==> src/rtl/sram_ctrl_pkg.sv <==
// Shared state encoding and width defaults for the SRAM data-memory controller.
// Imported by sram_controller; no logic lives here.
package sram_ctrl_pkg;

    localparam int DEF_SRAM_ADDR_W = 18;
    localparam int SRAM_DATA_W     = 16;

    typedef enum logic [1:0] {
        S_IDLE = 2'd0,
        S_LOW  = 2'd1,
        S_HIGH = 2'd2,
        S_DONE = 2'd3
    } state_t;

endpackage

==> src/rtl/sram_controller.sv <==
// Splits a 32-bit load/store into two 16-bit async-SRAM accesses; ready returns 2*ACCESS_CYCLES+1
// cycles after a request appears. The pipeline is frozen (ready=0) for the whole access.
module sram_controller
    import sram_ctrl_pkg::*;
#(
    parameter int ACCESS_CYCLES = 2,
    parameter int SRAM_ADDR_W   = DEF_SRAM_ADDR_W
) (
    input  logic                   clk,
    input  logic                   rst,
    input  logic                   wr_en,
    input  logic                   rd_en,
    input  logic [31:0]            address,
    input  logic [31:0]            write_data,
    output logic [31:0]            read_data,
    output logic                   ready,
    output logic [SRAM_ADDR_W-1:0] sram_addr,
    output logic [SRAM_DATA_W-1:0] sram_dq_out,
    output logic                   sram_dq_oe,
    input  logic [SRAM_DATA_W-1:0] sram_dq_in,
    output logic                   sram_we_n,
    output logic                   sram_oe_n,
    output logic                   sram_ce_n,
    output logic                   sram_ub_n,
    output logic                   sram_lb_n
);

    localparam int CNT_W = (ACCESS_CYCLES > 1) ? $clog2(ACCESS_CYCLES) : 1;
    localparam logic [CNT_W-1:0] CNT_LAST = CNT_W'(ACCESS_CYCLES - 1);

    state_t                   state;
    state_t                   state_nxt;
    logic [CNT_W-1:0]         cnt;
    logic                     op_wr;
    logic [SRAM_ADDR_W-2:0]   word_idx;
    logic [SRAM_DATA_W-1:0]   low_half;

    logic                     req;
    logic                     last;
    logic                     wr_nxt;
    logic [SRAM_ADDR_W-2:0]   idx_nxt;
    logic                     unused_addr_bits;

    assign req  = wr_en | rd_en;
    assign last = (cnt == CNT_LAST);

    // Op and index come from the inputs only on the starting edge; afterwards the latched copies rule.
    assign wr_nxt  = (state == S_IDLE) ? wr_en : op_wr;
    assign idx_nxt = (state == S_IDLE) ? address[SRAM_ADDR_W:2] : word_idx;

    assign unused_addr_bits = ^{address[31:SRAM_ADDR_W+1], address[1:0]};

    assign ready = (state == S_DONE) | ((state == S_IDLE) & ~wr_en & ~rd_en);

    assign sram_ce_n = 1'b0;
    assign sram_ub_n = 1'b0;
    assign sram_lb_n = 1'b0;

    always_comb begin
        state_nxt = state;
        case (state)
            S_IDLE: if (req)  state_nxt = S_LOW;
            S_LOW:  if (last) state_nxt = S_HIGH;
            S_HIGH: if (last) state_nxt = S_DONE;
            S_DONE:           state_nxt = S_IDLE;
            default:          state_nxt = S_IDLE;
        endcase
    end

    always_ff @(posedge clk) begin
        if (rst) begin
            state       <= S_IDLE;
            cnt         <= '0;
            op_wr       <= 1'b0;
            word_idx    <= '0;
            low_half    <= '0;
            read_data   <= '0;
            sram_addr   <= '0;
            sram_dq_out <= '0;
            sram_dq_oe  <= 1'b0;
            sram_we_n   <= 1'b1;
            sram_oe_n   <= 1'b1;
        end else begin
            state <= state_nxt;

            if ((state_nxt != state) || (state == S_IDLE) || (state == S_DONE))
                cnt <= '0;
            else
                cnt <= cnt + 1'b1;

            if ((state == S_IDLE) && req) begin
                op_wr    <= wr_en;
                word_idx <= address[SRAM_ADDR_W:2];
            end

            if ((state == S_LOW) && last && !op_wr)
                low_half <= sram_dq_in;

            if ((state == S_HIGH) && last && !op_wr)
                read_data <= {sram_dq_in, low_half};

            // Pins are registered from the next state so they line up with the state they belong to.
            case (state_nxt)
                S_LOW: begin
                    sram_addr   <= {idx_nxt, 1'b0};
                    sram_dq_out <= write_data[15:0];
                    sram_we_n   <= ~wr_nxt;
                    sram_oe_n   <= wr_nxt;
                    sram_dq_oe  <= wr_nxt;
                end
                S_HIGH: begin
                    sram_addr   <= {idx_nxt, 1'b1};
                    sram_dq_out <= write_data[31:16];
                    sram_we_n   <= ~wr_nxt;
                    sram_oe_n   <= wr_nxt;
                    sram_dq_oe  <= wr_nxt;
                end
                default: begin
                    sram_we_n  <= 1'b1;
                    sram_oe_n  <= 1'b1;
                    sram_dq_oe <= 1'b0;
                end
            endcase
        end
    end

endmodule

==> config.mk <==
export PLATFORM = sky130hd
export DESIGN_NAME = sram_controller
export DESIGN_NICKNAME = d
export VERILOG_FILES = /design/src/rtl/sram_ctrl_pkg.sv /design/src/rtl/sram_controller.sv
export SDC_FILE = /design/constraint.sdc
export NUM_CORES = 1
export LEC_CHECK = 0
export CORE_MARGIN = 3
export CORE_UTILIZATION = 31
export DETAILED_ROUTE_END_ITERATION = 10
export SYNTH_ARGS = -nofsm -noshare
export SYNTH_HDL_FRONTEND = slang
export SYNTH_SLANG_ARGS = --single-unit
==> constraint.sdc <==
create_clock -name clk -period 3.9 [get_ports clk]
set_input_delay 0.975 -clock clk [delete_from_list [all_inputs] [get_ports clk]]
set_output_delay 0.975 -clock clk [all_outputs]
set_load 0.05 [all_outputs]
==> metrics.txt, run 1 <==
# TYPE chip_impl_metric gauge
chip_impl_metric{name="slew_headroom",unit=""} 0.228
chip_impl_metric{name="synth.top_cell.area_share",unit=""} 0.479
chip_impl_metric{name="final_hold_viols",unit=""} 0
chip_impl_metric{name="worst_pin_slew",unit="ns"} 1.16
chip_impl_info{name="setup_repair_after_global_routing_missed_its_margin",value="false"} 1
chip_impl_metric{name="place_congestion",unit=""} 0.759
chip_impl_metric{name="finish.net_count",unit=""} 704
chip_impl_metric{name="dp_hpwl",unit="um"} 7560
chip_impl_info{name="critPathMostFrequentCell",value="sky130_fd_sc_hd__nand2_1"} 1
chip_impl_metric{name="achievable-frequency",unit="MHz"} 337
chip_impl_metric{name="clock_insertion_delay_worst_skew",unit="ns"} 0.35
chip_impl_info{name="crit_path_start_kind",value="input port"} 1
chip_impl_metric{name="area_delta_synth_final",unit="%"} 37.7
chip_impl_metric{name="cts.sink_count",unit=""} 106
chip_impl_metric{name="grt_antenna_before_repair",unit=""} 0
chip_impl_metric{name="ant_nets",unit=""} 0
chip_impl_metric{name="yosysWarnings",unit=""} 0
chip_impl_metric{name="power.density_cell_area",unit="nW/um^2"} 477
chip_impl_metric{name="antenna_cells",unit=""} 0
chip_impl_info{name="netlist_top_cells_area",value="sky130_fd_sc_hd__dfxtp_1 48%, sky130_fd_sc_hd__nand2_1 10%, sky130_fd_sc_hd__a21oi_1 7.5%"} 1
chip_impl_metric{name="routed_via_density",unit=""} 4.73
chip_impl_metric{name="grt_pass1_wl",unit="um"} 18300
chip_impl_metric{name="clkTransAtPathRegs",unit="ns"} 0.07
chip_impl_metric{name="wirelength_met1",unit="um"} 4920
chip_impl_metric{name="postCtsSetupBuffers",unit=""} 0
chip_impl_info{name="path_delay_family",value="buffers and inverters"} 1
chip_impl_metric{name="syn_inst",unit=""} 513
chip_impl_metric{name="cts-buffers-inserted",unit=""} 9
chip_impl_metric{name="wire_per_inst",unit="um"} 14.0
chip_impl_metric{name="fin_setup_tns",unit="ns"} 0
chip_impl_metric{name="cp_num_buf_inv",unit=""} 2
chip_impl_metric{name="first_iteration_detailed_routing_drc_count",unit=""} 201
chip_impl_info{name="timing_worst_setup_path_type",value="input port to output pin"} 1
chip_impl_metric{name="cts_repair_resize_count",unit=""} 0
chip_impl_metric{name="placementRows",unit=""} 43
chip_impl_metric{name="syn-cell-area",unit="um^2"} 4430
chip_impl_metric{name="boundaryPins",unit=""} 157
chip_impl_metric{name="report.final.setup_viol",unit=""} 0
chip_impl_metric{name="cts.htree.levels",unit=""} 3
chip_impl_metric{name="wl_met2",unit="um"} 5570
chip_impl_info{name="cts_root_buf",value="sky130_fd_sc_hd__clkbuf_16"} 1
chip_impl_metric{name="worstPathArrival",unit="ns"} 2.00
chip_impl_metric{name="biggest_cell_delay_along_the_critical_path",unit="ns"} 0.50
chip_impl_info{name="post-synth-top-area-cell",value="sky130_fd_sc_hd__dfxtp_1"} 1
chip_impl_metric{name="design.core.area",unit="um^2"} 13900
chip_impl_metric{name="clock_path_buffers",unit=""} 2
chip_impl_metric{name="slew_violations",unit=""} 0
chip_impl_metric{name="drc_errors",unit=""} 0
chip_impl_metric{name="drive_above_1_share",unit=""} 0.0641
chip_impl_info{name="cells_along_the_critical_path",value="clkdlybuf4s50_1 > nor2_1 > nand2_1 > nand2_1 > buf_12"} 1
chip_impl_metric{name="numPortBuffers",unit=""} 138
chip_impl_metric{name="share_of_synthesized_flip_flops_with_an_asynchronous_set_or_reset",unit=""} 0
chip_impl_metric{name="largest_net_degree_at_the_start_of_global_routing",unit=""} 106
chip_impl_metric{name="gr-usage-all-layers",unit=""} 0.141
chip_impl_metric{name="vdd_drop_max",unit="mV"} 0.272
chip_impl_metric{name="postLayoutCoreUtil",unit=""} 0.438
chip_impl_metric{name="vias",unit=""} 3806
chip_impl_metric{name="grt_remaining_overflow",unit=""} 0
chip_impl_metric{name="cts_hold_buf",unit=""} 0
chip_impl_metric{name="die_w",unit="um"} 126
chip_impl_metric{name="synth_cell_types",unit=""} 27
chip_impl_info{name="synthFlopType",value="sky130_fd_sc_hd__dfxtp_1"} 1
chip_impl_metric{name="die_y",unit="um"} 126
chip_impl_info{name="hold_path.class",value="flop to flop"} 1
chip_impl_info{name="highest_signal_layer",value="met4"} 1
chip_impl_info{name="tritoncts_clock_tree",value="built"} 1
chip_impl_metric{name="dieArea",unit="um^2"} 15800
chip_impl_metric{name="leakage",unit="nW"} 2.03
chip_impl_info{name="outcome",value="finished, final reports clean"} 1
chip_impl_metric{name="period_minus_slack",unit="ns"} 2.97
chip_impl_metric{name="route.met3.wl",unit="um"} 574
chip_impl_info{name="worst_path_max_delay_cell",value="sky130_fd_sc_hd__clkdlybuf4s50_1"} 1
chip_impl_metric{name="via_count_of_the_first_global_routing_pass",unit=""} 3679
chip_impl_metric{name="number_of_violations_of_the_max_capacitance_limit",unit=""} 0
chip_impl_metric{name="fillers",unit=""} 1363
chip_impl_metric{name="timing.critical_path.fanout_max",unit=""} 4
chip_impl_metric{name="final.setup_skew",unit="ns"} 0.00780
chip_impl_metric{name="ys_seq_area_frac",unit=""} 0.479
chip_impl_metric{name="routed_wl",unit="um"} 11300
chip_impl_metric{name="syn_avg_cell_area",unit="um^2"} 8.63
chip_impl_metric{name="ys_seq_elements",unit=""} 106
chip_impl_metric{name="final.period_utilization",unit=""} 0.762
chip_impl_metric{name="synth_edf_count",unit=""} 0
chip_impl_metric{name="report.power.total",unit="mW"} 2.91
chip_impl_metric{name="required",unit="ns"} 2.92
chip_impl_metric{name="drt_first_pass_iters",unit=""} 4
chip_impl_metric{name="initial_standard_cell_utilization_of_the_core",unit=""} 0.318
chip_impl_info{name="setup.worst_path.end_class",value="output pin"} 1
## stage by stage
step	instances	hold slack, ns	setup WS, ns	area [um^2]
after floorplan	515	0.432	1.09	4440
after global placement	788	0.439	0.722	5780
after detailed placement	788	0.447	0.608	5780
after CTS	804	0.457	0.926	6100
after global routing	804	0.473	0.772	6100
final	804	0.454	0.929	6100
## registers in the layout (all words and copies together), names as in the netlist
signal and cells:
sram_dq_oe 1, sram_addr 18, op_wr 1, low_half 16, cnt 1, sram_oe_n 1, sram_dq_out 16, state 2
read_data 32, word_idx 17, sram_we_n 1
## worst reg2reg max path, stage by stage, from the launching register on
cell,delay (ns)
sky130_fd_sc_hd__dfxtp_1,0.61
sky130_fd_sc_hd__or2_1,0.24
sky130_fd_sc_hd__o311ai_4,0.10
sky130_fd_sc_hd__ha_2,0.68
sky130_fd_sc_hd__buf_12,0.28
sky130_fd_sc_hd__nor3_1,0.10
sky130_fd_sc_hd__a2111oi_0,0.38
## worst paths after layout
path                      from             to  slack [ns]  cells after the start
setup / recovery         wr_en          ready        0.93                      5
hold / removal    read_data[4]   read_data[4]        0.45                      2
setup reg to reg      state[1]  sram_addr[10]        1.38                      6
hold reg to reg   read_data[4]   read_data[4]        0.45                      2
## power breakdown
group	internal [mW]	total (mW)	switching (mW)
registers	1.17	1.21	0.0476
clock network	0.537	0.952	0.416
logic	0.285	0.741	0.456
## area by class of cell
type                    instances  area, um^2  area share
flip-flops and latches        106        2120       0.348
multi-input cells             342        1930       0.317
repair buffers                143        1440       0.236
clock buffers                  11         253      0.0414
well taps                     180         225      0.0369
inverters                      17        63.8      0.0105
clock inverters                 5        61.3      0.0101
## logic make-up after synthesis
group	synth area share
fa+ha+maj	0.00283
xor+xnor	0.00198
flops	0.479
other cells	0.000847
simple gates	0.216
mux	0.0429
compound gates	0.170
buf+inv	0.0862
## per-layer routing
layer,global-route usage,vias up
li1,-,1939
met2,0.235,90
met4,0.0523,0
met3,0.0355,19
met1,0.176,1758
met5,0,-
## placed cells by master (no fill, tap or decap), types with 9 or more instances in the layout
| cell | n |
|---|---|
| sky130_fd_sc_hd__nor2b_1 | 17 |
| sky130_fd_sc_hd__dfxtp_1 | 106 |
| sky130_fd_sc_hd__nand2_1 | 118 |
| sky130_fd_sc_hd__nand3b_1 | 17 |
| sky130_fd_sc_hd__mux2i_1 | 19 |
| sky130_fd_sc_hd__a2111oi_2 | 12 |
| sky130_fd_sc_hd__inv_1 | 17 |
| sky130_fd_sc_hd__o21ai_0 | 34 |
| sky130_fd_sc_hd__clkbuf_16 | 9 |
| sky130_fd_sc_hd__nor3_1 | 36 |
| sky130_fd_sc_hd__a21oi_1 | 66 |
| sky130_fd_sc_hd__clkdlybuf4s50_1 | 136 |
## cell usage after synthesis, types with 2 or more instances
master,n
sky130_fd_sc_hd__nand2_1,118
sky130_fd_sc_hd__dfxtp_1,106
sky130_fd_sc_hd__a21oi_1,66
sky130_fd_sc_hd__nor3_1,36
sky130_fd_sc_hd__o21ai_0,34
sky130_fd_sc_hd__mux2i_1,19
sky130_fd_sc_hd__inv_1,17
sky130_fd_sc_hd__nand3b_1,17
sky130_fd_sc_hd__nor2b_1,17
sky130_fd_sc_hd__clkbuf_1,14
sky130_fd_sc_hd__a2111oi_2,12
sky130_fd_sc_hd__buf_2,12
sky130_fd_sc_hd__buf_4,10
sky130_fd_sc_hd__buf_6,10
sky130_fd_sc_hd__a2111oi_0,5
sky130_fd_sc_hd__nor2_1,4
sky130_fd_sc_hd__and4bb_2,2
sky130_fd_sc_hd__buf_1,2
sky130_fd_sc_hd__clkbuf_2,2
sky130_fd_sc_hd__nand2b_1,2
sky130_fd_sc_hd__nand4bb_1,2
(Power assumes the default switching activity.)
==> run 2, diff against run 1 <==
- clock period: 3.9 -> 2.4 ns (I/O delays scaled with it)
==> metrics.txt, run 2 (synthesis gave the netlist of run 1 again) <==
# TYPE chip_impl_metric gauge
chip_impl_info{name="top_register",value="read_data"} 1
chip_impl_metric{name="finish.net_count",unit=""} 712
chip_impl_metric{name="die_y",unit="um"} 126
chip_impl_metric{name="wirelength_met1",unit="um"} 4950
chip_impl_metric{name="final.setup_skew",unit="ns"} 0.00670
chip_impl_metric{name="drc_errors",unit=""} 0
chip_impl_metric{name="dpl_cell_area",unit="um^2"} 5880
chip_impl_metric{name="intPower",unit="mW"} 3.41
chip_impl_metric{name="dp_worst_setup_slack",unit="ns"} -0.0644
chip_impl_metric{name="power.switching_fraction",unit=""} 0.303
chip_impl_info{name="critPathMostFrequentCell",value="sky130_fd_sc_hd__nand2_1"} 1
chip_impl_metric{name="worst_slack",unit="ns"} 0.137
chip_impl_metric{name="required",unit="ns"} 1.80
chip_impl_metric{name="worst_r2r_path_depth",unit=""} 7
chip_impl_info{name="tritoncts_clock_tree",value="built"} 1
chip_impl_metric{name="numPortBuffers",unit=""} 138
chip_impl_metric{name="period_minus_slack",unit="ns"} 2.26
chip_impl_metric{name="routed_wl",unit="um"} 11300
chip_impl_metric{name="achievable-frequency",unit="MHz"} 442
chip_impl_metric{name="wire_per_inst",unit="um"} 13.9
chip_impl_info{name="setup.worst_path.end_class",value="output pin"} 1
chip_impl_metric{name="slew_violations",unit=""} 0
chip_impl_info{name="crit_path_start_kind",value="input port"} 1
chip_impl_metric{name="gr-usage-all-layers",unit=""} 0.144
chip_impl_metric{name="dp_hpwl",unit="um"} 7540
chip_impl_metric{name="biggest_cell_delay_along_the_critical_path",unit="ns"} 0.46
chip_impl_metric{name="ant_nets",unit=""} 0
chip_impl_metric{name="grt_antenna_before_repair",unit=""} 0
chip_impl_info{name="largest_registers",value="read_data: 32 flops, sram_addr: 18 flops, word_idx: 17 flops"} 1
chip_impl_metric{name="combPwrFrac",unit=""} 0.254
chip_impl_metric{name="worst_pin_slew",unit="ns"} 0.771
chip_impl_metric{name="vias",unit=""} 3784
chip_impl_info{name="hold_path.class",value="flop to flop"} 1
chip_impl_metric{name="postLayoutCoreUtil",unit=""} 0.446
chip_impl_metric{name="boundaryPins",unit=""} 157
chip_impl_metric{name="cts-buffers-inserted",unit=""} 9
chip_impl_metric{name="routed_via_density",unit=""} 4.66
chip_impl_metric{name="route.met3.wl",unit="um"} 455
chip_impl_metric{name="first_iteration_detailed_routing_drc_count",unit=""} 222
chip_impl_metric{name="pwr-share-clk",unit=""} 0.345
chip_impl_metric{name="timing.critical_path.fanout_max",unit=""} 3
chip_impl_info{name="highest_signal_layer",value="met4"} 1
chip_impl_metric{name="pwr-share-seq",unit=""} 0.402
chip_impl_metric{name="final.period_utilization",unit=""} 0.943
chip_impl_metric{name="cts_hold_buf",unit=""} 0
chip_impl_metric{name="via_count_of_the_first_global_routing_pass",unit=""} 3598
chip_impl_info{name="worst_path_max_delay_cell",value="sky130_fd_sc_hd__clkdlybuf4s50_1"} 1
chip_impl_metric{name="dieArea",unit="um^2"} 15800
chip_impl_metric{name="antenna_cells",unit=""} 0
chip_impl_metric{name="fillers",unit=""} 1332
chip_impl_info{name="setup_repair_after_global_routing_missed_its_margin",value="false"} 1
chip_impl_metric{name="clock_insertion_delay_worst_skew",unit="ns"} 0.35
chip_impl_metric{name="place_inst",unit=""} 796
chip_impl_metric{name="cts_repair_resize_count",unit=""} 0
chip_impl_metric{name="clkTransAtPathRegs",unit="ns"} 0.06
chip_impl_metric{name="grt_pass1_wl",unit="um"} 18500
chip_impl_metric{name="p_switching",unit="mW"} 1.49
chip_impl_metric{name="worstPathArrival",unit="ns"} 1.66
chip_impl_metric{name="wl_met2",unit="um"} 5600
chip_impl_metric{name="drt_first_pass_iters",unit=""} 4
chip_impl_metric{name="design.core.area",unit="um^2"} 13900
chip_impl_info{name="outcome",value="finished, final reports clean"} 1
chip_impl_metric{name="clock_path_buffers",unit=""} 2
chip_impl_metric{name="report.power.total",unit="mW"} 4.90
chip_impl_metric{name="finalInstanceArea",unit="um^2"} 6220
chip_impl_metric{name="report.final.setup_viol",unit=""} 0
chip_impl_metric{name="slew_headroom",unit=""} 0.483
chip_impl_metric{name="finish.cell_count_without_fillers",unit=""} 812
chip_impl_metric{name="area_delta_synth_final",unit="%"} 40.5
chip_impl_metric{name="final_hold_viols",unit=""} 0
chip_impl_metric{name="number_of_violations_of_the_max_capacitance_limit",unit=""} 0
chip_impl_metric{name="whs_path_depth",unit=""} 2
chip_impl_info{name="layout.cells.most_common_list",value="136 x sky130_fd_sc_hd__clkdlybuf4s50_1, 118 x sky130_fd_sc_hd__nand2_1, 106 x sky130_fd_sc_hd__dfxtp_1"} 1
chip_impl_info{name="timing_worst_setup_path_type",value="input port to output pin"} 1
chip_impl_metric{name="power.density_cell_area",unit="nW/um^2"} 787
chip_impl_metric{name="initial_standard_cell_utilization_of_the_core",unit=""} 0.318
chip_impl_info{name="cells_along_the_critical_path",value="clkdlybuf4s50_1 > buf_4 > nor2_2 > nand2_1 > nand2_1 > buf_12"} 1
chip_impl_metric{name="cts.htree.levels",unit=""} 3
chip_impl_metric{name="vdd_drop_max",unit="mV"} 0.364
chip_impl_info{name="final_common_cell",value="sky130_fd_sc_hd__clkdlybuf4s50_1"} 1
chip_impl_metric{name="grt_remaining_overflow",unit=""} 0
chip_impl_metric{name="place_congestion",unit=""} 0.747
chip_impl_metric{name="cts.sink_count",unit=""} 106
chip_impl_metric{name="postCtsSetupBuffers",unit=""} 0
chip_impl_info{name="cts_root_buf",value="sky130_fd_sc_hd__clkbuf_16"} 1
chip_impl_metric{name="die_w",unit="um"} 126
chip_impl_metric{name="hold-worst-slack",unit="ns"} 0.453
chip_impl_metric{name="largest_reg_flops",unit=""} 32
chip_impl_metric{name="leakage",unit="nW"} 2.09
chip_impl_metric{name="fin_setup_tns",unit="ns"} 0
chip_impl_metric{name="largest_net_degree_at_the_start_of_global_routing",unit=""} 67
chip_impl_metric{name="drive_above_1_share",unit=""} 0.0728
chip_impl_metric{name="placementRows",unit=""} 43
-- run 2: power by group through the flow --
stage | registers, mW | clock network (mW) | logic (mW)
3_5_place_dp | 2.01 | 0 | 1.25
4_1_cts | 1.97 | 1.75 | 1.26
5_1_grt | 1.98 | 1.82 | 1.34
6_report | 1.97 | 1.69 | 1.24
2_1_floorplan | 2.33 | 0 | 0.511
3_3_place_gp | 2.00 | 0 | 1.24
-- run 2: final timing paths --
check | startpoint | end | slack [ns]
max | wr_en | ready | 0.14
min | low_half[6] | read_data[6] | 0.45
max reg2reg | state[0] | sram_dq_out[7] | 0.48
min reg2reg | low_half[6] | read_data[6] | 0.45
-- run 2: layout make-up --
type	instances	area, um^2	share of cell area
multi-input combinational	342	1940	0.311
sequential	106	2120	0.341
clock buffer	12	236	0.0380
timing repair buffer	151	1540	0.247
inverter	17	63.8	0.0103
tap	180	225	0.0362
clock inverter	4	98.8	0.0159
-- run 2: critical path: cells and delay by family --
family	cells	cell delay [ns]
buffers and inverters	3	0.78
and+or+nand+nor	3	0.27
-- run 2: layer usage --
| layer | GRT usage | vias to the layer above |
|---|---|---|
| met1 | 0.178 | 1745 |
| li1 | - | 1951 |
| met2 | 0.238 | 75 |
| met5 | 0 | - |
| met4 | 0.0708 | 0 |
| met3 | 0.0286 | 13 |
==> run 3, diff against run 2 <==
- clock period: 2.4 -> 2 ns (I/O delays scaled with it)
==> metrics.txt, run 3 (synthesis gave the netlist of run 1 again) <==
# TYPE chip_impl_metric gauge
chip_impl_metric{name="numPortBuffers",unit=""} 138
chip_impl_info{name="setup_repair_after_global_routing_missed_its_margin",value="true"} 1
chip_impl_metric{name="boundaryPins",unit=""} 157
chip_impl_metric{name="drc_errors",unit=""} 0
chip_impl_metric{name="whs_path_depth",unit=""} 2
chip_impl_metric{name="pwr-share-clk",unit=""} 0.319
chip_impl_metric{name="largest_reg_flops",unit=""} 32
chip_impl_metric{name="final.setup_skew",unit="ns"} 0.00654
chip_impl_metric{name="worst_pin_slew",unit="ns"} 0.701
chip_impl_metric{name="final_hold_viols",unit=""} 0
chip_impl_info{name="crit_path_start_kind",value="flop"} 1
chip_impl_metric{name="finish.net_count",unit=""} 722
chip_impl_info{name="timing_worst_setup_path_type",value="flop to flop"} 1
chip_impl_info{name="cells_along_the_critical_path",value="or2_4 > o311ai_4 > ha_4 > clkbuf_16 > mux2i_2 > o21ai_1 > nor2b_1"} 1
chip_impl_metric{name="design.core.area",unit="um^2"} 13900
chip_impl_metric{name="p_switching",unit="mW"} 1.80
chip_impl_metric{name="cts-buffers-inserted",unit=""} 9
chip_impl_metric{name="achievable-frequency",unit="MHz"} 514
chip_impl_metric{name="placementRows",unit=""} 43
chip_impl_metric{name="vias",unit=""} 3863
chip_impl_metric{name="grt_antenna_before_repair",unit=""} 2
chip_impl_metric{name="fillers",unit=""} 1364
chip_impl_metric{name="area_delta_synth_final",unit="%"} 43.1
chip_impl_metric{name="leakage",unit="nW"} 2.63
chip_impl_info{name="outcome",value="finished, final reports clean"} 1
chip_impl_metric{name="worst_r2r_path_depth",unit=""} 7
chip_impl_metric{name="pwr-share-seq",unit=""} 0.414
chip_impl_metric{name="worstPathArrival",unit="ns"} 2.15
chip_impl_metric{name="routed_wl",unit="um"} 11500
chip_impl_metric{name="grt_pass1_wl",unit="um"} 17900
chip_impl_metric{name="cts.htree.levels",unit=""} 3
chip_impl_metric{name="combPwrFrac",unit=""} 0.267
chip_impl_metric{name="clock_path_buffers",unit=""} 2
chip_impl_info{name="largest_registers",value="read_data: 32 flops, sram_addr: 18 flops, word_idx: 17 flops"} 1
chip_impl_metric{name="fin_setup_tns",unit="ns"} 0
chip_impl_metric{name="clkTransAtPathRegs",unit="ns"} 0.07
chip_impl_info{name="layout.cells.most_common_list",value="118 x sky130_fd_sc_hd__nand2_1, 104 x sky130_fd_sc_hd__dfxtp_1, 66 x sky130_fd_sc_hd__a21oi_1"} 1
chip_impl_metric{name="hold-worst-slack",unit="ns"} 0.451
chip_impl_info{name="final_common_cell",value="sky130_fd_sc_hd__nand2_1"} 1
chip_impl_metric{name="power.switching_fraction",unit=""} 0.316
chip_impl_metric{name="r2r_slack",unit="ns"} 0.05
chip_impl_metric{name="ant_nets",unit=""} 0
chip_impl_metric{name="largest_net_degree_at_the_start_of_global_routing",unit=""} 57
chip_impl_metric{name="gr-usage-all-layers",unit=""} 0.138
chip_impl_info{name="rr_startpoint",value="state[0]"} 1
chip_impl_metric{name="dp_hpwl",unit="um"} 7610
chip_impl_metric{name="drt_first_pass_iters",unit=""} 4
chip_impl_metric{name="via_count_of_the_first_global_routing_pass",unit=""} 3719
chip_impl_metric{name="first_iteration_detailed_routing_drc_count",unit=""} 165
chip_impl_info{name="worst_hold_startpoint",value="read_data[24]"} 1
chip_impl_metric{name="routed_via_density",unit=""} 4.70
chip_impl_metric{name="power.density_cell_area",unit="nW/um^2"} 897
chip_impl_info{name="setup.worst_path.end_class",value="flop"} 1
chip_impl_metric{name="antenna_cells",unit=""} 0
chip_impl_info{name="top_register",value="read_data"} 1
chip_impl_metric{name="slew_headroom",unit=""} 0.533
chip_impl_metric{name="vdd_drop_max",unit="mV"} 0.347
chip_impl_info{name="tritoncts_clock_tree",value="built"} 1
chip_impl_info{name="worst_path_max_delay_cell",value="sky130_fd_sc_hd__dfxtp_2"} 1
chip_impl_metric{name="grt_remaining_overflow",unit=""} 0
chip_impl_info{name="cts_root_buf",value="sky130_fd_sc_hd__clkbuf_16"} 1
chip_impl_metric{name="die_y",unit="um"} 126
chip_impl_metric{name="report.final.setup_viol",unit=""} 0
chip_impl_metric{name="number_of_violations_of_the_max_capacitance_limit",unit=""} 0
chip_impl_metric{name="wire_per_inst",unit="um"} 14.0
chip_impl_metric{name="timing.critical_path.fanout_max",unit=""} 5
chip_impl_info{name="hold_path.class",value="flop to flop"} 1
chip_impl_metric{name="clock_insertion_delay_worst_skew",unit="ns"} 0.35
chip_impl_metric{name="cts.sink_count",unit=""} 106
chip_impl_metric{name="postLayoutCoreUtil",unit=""} 0.455
chip_impl_metric{name="place_congestion",unit=""} 0.755
chip_impl_info{name="crit-reg2reg-capture",value="sram_dq_out[4]"} 1
chip_impl_metric{name="dieArea",unit="um^2"} 15800
chip_impl_metric{name="biggest_cell_delay_along_the_critical_path",unit="ns"} 0.34
chip_impl_metric{name="slew_violations",unit=""} 0
chip_impl_metric{name="period_minus_slack",unit="ns"} 1.95
chip_impl_metric{name="die_w",unit="um"} 126
chip_impl_info{name="hold_path_end",value="read_data[24]"} 1
chip_impl_metric{name="worst_slack",unit="ns"} 0.0547
chip_impl_metric{name="drive_above_1_share",unit=""} 0.148
chip_impl_metric{name="intPower",unit="mW"} 3.89
chip_impl_metric{name="dp_worst_setup_slack",unit="ns"} -0.379
chip_impl_metric{name="initial_standard_cell_utilization_of_the_core",unit=""} 0.318
chip_impl_metric{name="required",unit="ns"} 2.21
chip_impl_metric{name="final.period_utilization",unit=""} 0.973
chip_impl_metric{name="cts_hold_buf",unit=""} 0
run 3: cell types whose count changed in the layout (fill, tap and decap cells not counted), moves of 3 or more:
cell and delta:
sky130_fd_sc_hd__buf_4 +27, sky130_fd_sc_hd__buf_6 +3, sky130_fd_sc_hd__clkdlybuf4s50_1 -71, sky130_fd_sc_hd__dlygate4sd2_1 +30, sky130_fd_sc_hd__dlymetal6s2s_1 +19, sky130_fd_sc_hd__mux2i_1 -7
sky130_fd_sc_hd__mux2i_2 +7, sky130_fd_sc_hd__nor3_1 -5, sky130_fd_sc_hd__nor3_2 +5, sky130_fd_sc_hd__o21ai_0 -7, sky130_fd_sc_hd__o21ai_1 +7
run 3: power by group through the flow:
| stage | Clock (mW) | Sequential, mW | Combinational (mW) |
|---|---|---|---|
| 6_report | 1.81 | 2.36 | 1.52 |
| 5_1_grt | 1.96 | 2.38 | 1.63 |
| 4_1_cts | 1.88 | 2.36 | 1.48 |
| 3_5_place_dp | 0 | 2.41 | 1.52 |
| 3_3_place_gp | 0 | 2.40 | 1.49 |
| 2_1_floorplan | 0 | 2.80 | 0.625 |
run 3: area by class of cell:
class | instances | area [um^2] | area share
Tap cell | 180 | 225 | 0.0355
Sequential cell | 106 | 2130 | 0.336
Inverter | 17 | 63.8 | 0.0101
Clock inverter | 4 | 50.0 | 0.00790
Timing Repair Buffer | 161 | 1610 | 0.255
Clock buffer | 12 | 256 | 0.0405
Multi-Input combinational cell | 342 | 2000 | 0.316
run 3: how the worst max path moves through the flow:
stage              startpoint             end  slack [ns]  depth (start not counted)
2_1_floorplan        state[1]   sram_addr[17]       -0.03                          9
3_3_place_gp            wr_en  sram_dq_out[5]       -0.27                          6
3_5_place_dp            wr_en  sram_dq_out[4]       -0.38                          6
4_1_cts        sram_dq_out[5]  sram_dq_out[5]      0.0007                          1
5_1_grt              state[0]  sram_dq_out[4]       -0.01                          7
6_report             state[0]  sram_dq_out[4]        0.05                          7
run 3: metal layers:
layer	wire length, um	part of all wire	track usage	up-vias
li1	-	-	-	1974
met1	4990	0.43	0.159	1783
met2	5600	0.49	0.237	84
met3	590	0.051	0.0372	18
met4	288	0.025	0.0638	4
met5	21	0.0018	0	-
run 3: critical path: cells and delay by family, from the launching register on:
kind                     cells  cell delay [ns]
flip-flops                   1             0.34
buffers and inverters        1             0.17
multiplexers                 1             0.21
AND/OR/NAND/NOR              2             0.39
adder cells (fa/ha/maj)      1             0.25
AO/OA/AOI/OAI                2             0.42
run 3: what timing repair did:
action,in CTS,in global routing
endpoints found under the setup margin,30,42
pin swaps,0,3
setup buffers,0,3
gates resized for setup,30,44
cloned,0,2
run 3: stage by stage:
stage                     cells  area, um^2  total power [mW]
after floorplan             515        4470              3.42
after detailed placement    801        5880              3.93
after CTS                   817        6150              5.72
after global routing        822        6340              5.97
final                       822        6340              5.69
after global placement      801        5880              3.89
